### src/rtl/instr_fetch.sv
// Fetch stage: keeps the PC, issues one instruction-memory read at a time, and hands {instr, pc} to decode.
// Define IFETCH_MISALIGN_CHECK_EN to add the misaligned-redirect FAULT/PARK path; without it out_fault is 0.
module instr_fetch #(
    parameter logic [31:0] RESET_VECTOR = 32'h0000_0000,
    parameter logic [31:0] NOP_INSTR    = 32'h0000_0013
) (
    input  logic        clk,
    input  logic        rst_n,
    output logic        imem_req_valid,
    input  logic        imem_req_ready,
    output logic [31:0] imem_addr,
    input  logic        imem_rsp_valid,
    input  logic [31:0] imem_rsp_data,
    input  logic        redirect_valid,
    input  logic [31:0] redirect_pc,
    output logic        out_valid,
    input  logic        out_ready,
    output logic [31:0] out_instr,
    output logic [31:0] out_pc,
    output logic        out_fault
);

    typedef enum logic [2:0] {
        S_REQ   = 3'd0,
        S_WAIT  = 3'd1,
        S_HOLD  = 3'd2,
        S_FAULT = 3'd3,
        S_PARK  = 3'd4
    } state_t;

    state_t      r_state;
    logic [31:0] r_pc;
    logic        r_kill;
    logic        r_out_valid;
    logic [31:0] r_out_instr;
    logic [31:0] r_out_pc;

    logic        w_req_hs;
    logic        w_busy;
    logic        w_pend_next;
    logic [31:0] w_redir_pc;
    logic [31:0] w_pc_inc;

    assign imem_req_valid = rst_n && (r_state == S_REQ);
    assign imem_addr      = r_pc;
    assign out_valid      = r_out_valid;
    assign out_instr      = r_out_instr;
    assign out_pc         = r_out_pc;

    assign w_req_hs    = imem_req_valid && imem_req_ready;
    // A read is owed by memory while waiting, or while a killed read is still pending from FAULT/PARK.
    assign w_busy      = (r_state == S_WAIT) || r_kill;
    // Whether a read will still be outstanding after this edge; a redirect turns it into a killed read.
    assign w_pend_next = w_req_hs || (w_busy && !imem_rsp_valid);
    assign w_redir_pc  = redirect_pc & ~32'h3;
    assign w_pc_inc    = r_pc + 32'd4;

`ifdef IFETCH_MISALIGN_CHECK_EN
    logic r_out_fault;
    logic w_misalign;
    assign w_misalign = |redirect_pc[1:0];
    assign out_fault  = r_out_fault;
`else
    assign out_fault  = 1'b0;
`endif

    always_ff @(posedge clk) begin
        if (!rst_n) begin
            r_state     <= S_REQ;
            r_pc        <= RESET_VECTOR;
            r_kill      <= 1'b0;
            r_out_valid <= 1'b0;
            r_out_instr <= NOP_INSTR;
            r_out_pc    <= RESET_VECTOR;
`ifdef IFETCH_MISALIGN_CHECK_EN
            r_out_fault <= 1'b0;
`endif
        end else if (redirect_valid) begin
            r_pc        <= w_redir_pc;
            r_kill      <= w_pend_next;
            r_out_valid <= 1'b0;
            r_out_instr <= NOP_INSTR;
            r_state     <= w_pend_next ? S_WAIT : S_REQ;
`ifdef IFETCH_MISALIGN_CHECK_EN
            r_out_fault <= 1'b0;
            if (w_misalign) begin
                r_state     <= S_FAULT;
                r_out_valid <= 1'b1;
                r_out_fault <= 1'b1;
                r_out_pc    <= redirect_pc;
            end
`endif
        end else begin
            case (r_state)
                S_REQ: begin
                    if (imem_req_ready)
                        r_state <= S_WAIT;
                end
                S_WAIT: begin
                    if (imem_rsp_valid) begin
                        if (r_kill) begin
                            r_kill  <= 1'b0;
                            r_state <= S_REQ;
                        end else begin
                            r_out_instr <= imem_rsp_data;
                            r_out_pc    <= r_pc;
                            r_pc        <= w_pc_inc;
                            r_out_valid <= 1'b1;
                            r_state     <= S_HOLD;
                        end
                    end
                end
                S_HOLD: begin
                    if (out_ready) begin
                        r_out_valid <= 1'b0;
                        r_out_instr <= NOP_INSTR;
                        r_state     <= S_REQ;
                    end
                end
`ifdef IFETCH_MISALIGN_CHECK_EN
                S_FAULT: begin
                    if (imem_rsp_valid)
                        r_kill <= 1'b0;
                    if (out_ready) begin
                        r_out_valid <= 1'b0;
                        r_out_fault <= 1'b0;
                        r_state     <= S_PARK;
                    end
                end
                S_PARK: begin
                    if (imem_rsp_valid)
                        r_kill <= 1'b0;
                end
`endif
                default: r_state <= S_REQ;
            endcase
        end
    end

endmodule
### config.mk
export PLATFORM = sky130hd
export DESIGN_NAME = instr_fetch
export DESIGN_NICKNAME = d
export VERILOG_FILES = /design/src/rtl/instr_fetch.sv
export SDC_FILE = /design/constraint.sdc
export NUM_CORES = 1
export LEC_CHECK = 0
export CAP_MARGIN = 20
export CORE_ASPECT_RATIO = 1.1
export CORE_MARGIN = 1.5
export CORE_UTILIZATION = 40
export CTS_BUF_LIST = sky130_fd_sc_hd__clkbuf_8
export CTS_CLUSTER_DIAMETER = 80
export CTS_CLUSTER_SIZE = 14
export DETAILED_ROUTE_END_ITERATION = 10
export GPL_ROUTABILITY_DRIVEN = 0
export PLACE_DENSITY_LB_ADDON = 0.25
export SYNTH_ARGS = -nofsm -noshare
export SYNTH_HDL_FRONTEND = slang
export SYNTH_SLANG_ARGS = --single-unit
### constraint.sdc
create_clock -name clk -period 1.7 [get_ports clk]
set_input_delay 0.17 -clock clk [delete_from_list [all_inputs] [get_ports clk]]
set_output_delay 0.17 -clock clk [all_outputs]
set_load 0.01 [all_outputs]
==> qor.txt <==
POWER
-------------------------------------------------------------------------------------
Internal power consumption .............................................    0.00333 W
Net switching fraction of the power ....................................        26.8%
Combinational fraction of design power .................................        18.0%
Sequential fraction of design power ....................................        52.7%
Leak Pwr ...............................................................      2.32 nW
Power per cell area ....................................................  697 nW/um^2
Switching component of the power .......................................    0.00122 W
Peak ir drop on the vdd network ........................................       400 uV
Overall power after layout .............................................    0.00455 W
Clock power frac .......................................................        29.3%

SETUP PATH
-------------------------------------------------------------------------------------
Required time at the endpoint of the critical path .....................      1980 ps
Largest fanout of any net on the critical path .........................            7
Crit path buf inv count ................................................            0
Critical setup path kind ............................................... flop to flop
Slowest-stage cell, CP ................................................. sky130_fd_sc_hd__or4_4
Cell type group with the largest total delay on the critical path ...... simple AND/OR/NAND/NOR gates
Type of element capturing the critical path ............................         flop
Signal arrival time at the worst endpoint ..............................      2060 ps
Sort of element at the start of the critical path ......................         flop
Crit path largest cell delay ...........................................       610 ps
Ordered list of cells on the worst path ................................ nand4_1, or4_4, or2_4, a211oi_2

SYNTHESIS
-------------------------------------------------------------------------------------
Prevailing post-synth register cell .................................... sky130_fd_sc_hd__dfxtp_1
Count of warnings emitted by yosys .....................................            0
Post-Synth XOR/XNOR Area ...............................................        1.28%
Compound-gate portion of the synthesized area ..........................        20.1%
Synthesized cell area ..................................................    4110 um^2
Multiplexer share of the synthesized area ..............................       0.518%
Number of different library cells in the post-synthesis netlist ........           51
Synthesized flop and latch total .......................................           96
Combinational family with the most area after synthesis ................ simple AND/OR/NAND/NOR gates
Synth Area in Adders ...................................................       0.305%
Register area share after synthesis ....................................        46.8%
Post-synthesis share of cell area spent on and, or, nand and nor gates .        26.2%
Synthesized area per cell ..............................................    8.22 um^2
Asr flop ratio synth ...................................................           0%
Count of mapped cells out of synthesis .................................          500
Count of flip-flops with a built-in enable after synthesis .............            0

TIMING
-------------------------------------------------------------------------------------
Worst Skew .............................................................      10.0 ps
Worst hold-check slack .................................................       382 ps
Clock period minus worst slack .........................................      1780 ps
Slew Viols, Final ......................................................            0
Highest attainable clock frequency .....................................      561 MHz
Share of the cycle needed by the critical path after routing ...........         105%
Fin Setup TNS ..........................................................      -206 ps
Final hold violation count .............................................            0
Final Worst Setup Slack ................................................     -83.6 ps
Setup repair after global routing missed its margin ....................         true
Number of setup violations in the final report .........................            4

DIE
-------------------------------------------------------------------------------------
Initial Util ...........................................................        41.3%
Chip width .............................................................      99.6 um
Ports ..................................................................          169
Die outline area .......................................................   10900 um^2
Core Area ..............................................................    9940 um^2
Die H ..................................................................       109 um
Placement row count ....................................................           38

PLACEMENT
-------------------------------------------------------------------------------------
IO buf count ...........................................................          161
Post-DP HPWL ...........................................................      9650 um
Pre-CTS setup slack ....................................................      -491 ps
Post-placement cell count ..............................................          809

DRT
-------------------------------------------------------------------------------------
Initial drt markers ....................................................          236
Highest routed metal layer .............................................         met4
Detail-routed via count per cell .......................................         5.45
Detail Route met2 WL ...................................................      6640 um
Routed wirelength normalized by instance count .........................      16.1 um
Post-detailed-route DRC marker count ...................................            0
Number of nets with antenna violations after routing ...................            0
Final wirelength .......................................................     13300 um
Vias post-DR ...........................................................         4498
First-pass iteration count of the detailed router ......................            5
Routed met1 length .....................................................      5430 um
Routed wire length on met3 .............................................       974 um

FINISH
-------------------------------------------------------------------------------------
Storage element area ...................................................    1940 um^2
Final-layout fill cell count ...........................................          818
Synth-to-Final Area Change .............................................        58.9%
Final Net Count ........................................................          771
Footprint of the multi-input gates .....................................    2100 um^2
Count of antenna diodes in the layout ..................................            0
Non-filler cells, final ................................................          825
Top library cells by usage in the layout, fill and taps aside .......... sky130_fd_sc_hd__clkdlybuf4s50_1, sky130_fd_sc_hd__nand2_1, sky130_fd_sc_hd__dfxtp_1
Most common cell after layout, fill and taps aside ..................... sky130_fd_sc_hd__clkdlybuf4s50_1
Share of final-layout standard cells stronger than drive strength 1 ....        17.0%

STATUS
-------------------------------------------------------------------------------------
Violations in the final reports ........................................ negative setup slack
Status ................................................................. complete, but fails checks

GLOBAL ROUTING
-------------------------------------------------------------------------------------
Remaining global-route overflow ........................................            0
Number of antenna violations at the first check in global routing ......            0
Total track usage ......................................................        24.4%
Largest net degree at the start of global routing ......................           34
First-pass GRT wire length .............................................     21000 um
Vias in the first global route .........................................         4430

CLOCK TREE
-------------------------------------------------------------------------------------
Buffers from clock root to sink, at most ...............................            2
Clock tree from TritonCTS ..............................................          yes
Post-CTS setup buffer count ............................................            0
Clock buffers created by TritonCTS .....................................            9
H-tree levels ..........................................................            3
Count of hold-fix buffers inserted at cts ..............................            0
Clock sinks ............................................................           96
Insertion delay to the later sink of the worst-skew pair ...............       360 ps
CTS Root Buffer Type ................................................... sky130_fd_sc_hd__clkbuf_8
Clock-pin transition on the worst setup and hold timing paths ..........        90 ps

WORST HOLD PATH
-------------------------------------------------------------------------------------
Worst hold path class .................................................. input pin to flop

RUN
-------------------------------------------------------------------------------------
Max-cap check violation count ..........................................            0

==> repair_timing <==
item,4_1_cts,5_1_grt
pin swaps,3,10
gates resized for setup,16,14
endpoints found under the setup margin,11,21
==> final cells by class <==
| type | instances | share of cell area [%] |
|---|---|---|
| Timing Repair Buffer | 226 | 32.9 |
| Multi-Input combinational cell | 362 | 32.2 |
| Sequential cell | 96 | 29.7 |
| Tap cell | 120 | 2.30 |
| Clock buffer | 10 | 2.11 |
| Clock inverter | 6 | 0.422 |
| Inverter | 5 | 0.287 |
==> cells in the mapped netlist (7+ instances only) <==
| cell type | n | area, um^2 |
|---|---|---|
| sky130_fd_sc_hd__a21oi_1 | 37 | 185 |
| sky130_fd_sc_hd__nand4_1 | 12 | 75.1 |
| sky130_fd_sc_hd__dfxtp_1 | 96 | 1920 |
| sky130_fd_sc_hd__nor2_1 | 43 | 161 |
| sky130_fd_sc_hd__nand2_1 | 87 | 327 |
| sky130_fd_sc_hd__nor3_1 | 11 | 55.1 |
| sky130_fd_sc_hd__a31oi_1 | 9 | 56.3 |
| sky130_fd_sc_hd__nor4_1 | 7 | 43.8 |
| sky130_fd_sc_hd__a211oi_1 | 7 | 52.6 |
| sky130_fd_sc_hd__o21ai_0 | 26 | 130 |
| sky130_fd_sc_hd__a22oi_1 | 29 | 218 |
| sky130_fd_sc_hd__or4_1 | 7 | 52.6 |
| sky130_fd_sc_hd__clkbuf_1 | 26 | 97.6 |
| sky130_fd_sc_hd__nand3_1 | 13 | 65.1 |
==> routing by layer <==
metal  vias to the layer above  GRT usage [%]
li1                       2189              -
met1                      2129           27.9
met2                       159           42.7
met3                        21           7.06
met4                         0           10.7
met5                         -              0
==> worst register-to-register path: cells and delay by family, from the launching register on <==
kind / cells / cell delay, ps
compound gates: 1 / 200
flops: 1 / 360
simple gates: 3 / 1140
==> flip-flops by register name (all words and copies together), names as in the netlist <==
name,flops
out_instr,32
out_pc,30
out_valid,1
r_kill,1
imem_addr,30
r_state,2
==> path summary, 6_finish.rpt <==
path	startpoint	endpoint	slack (ps)	cells after the start
worst max-delay path	imem_addr[7]	imem_addr[27]	-80	4
worst min-delay path	redirect_pc[26]	imem_addr[26]	380	3
worst max register to register	imem_addr[7]	imem_addr[27]	-80	4
worst min register to register	out_pc[12]	out_pc[12]	460	2
==> power by group through the flow <==
stage	Clock [W]	Sequential [W]	Combinational (W)
final	0.00133	0.00240	0.000818
after global routing	0.00146	0.00240	0.000883
after CTS	0.00136	0.00239	0.000813
after detailed placement	0	0.00244	0.000808
after global placement	0	0.00244	0.000792
after floorplan	0	0.00248	0.000285
==> per-stage QoR <==
| step | cell area, um^2 | util (%) |
|---|---|---|
| 2_1_floorplan | 4170 | - |
| 6_report | 6530 | 65.7 |
| 5_1_grt | 6530 | 65.7 |
| 3_3_place_gp | 6260 | 63.0 |
| 3_5_place_dp | 6260 | 63.0 |
| 4_1_cts | 6480 | 65.2 |
==> cells by family (layout without fill, tap and decap cells) <==
logic type / after synthesis / count (layout)
other: 1 / 5
adder cells (fa/ha/maj): 1 / 1
XOR/XNOR: 6 / 6
flip-flops: 96 / 96
AND/OR/NAND/NOR: 217 / 217
multiplexers: 2 / 2
buffers and inverters: 46 / 247
AO/OA/AOI/OAI: 131 / 131
Note: power is estimated with default switching activity, not from simulation.
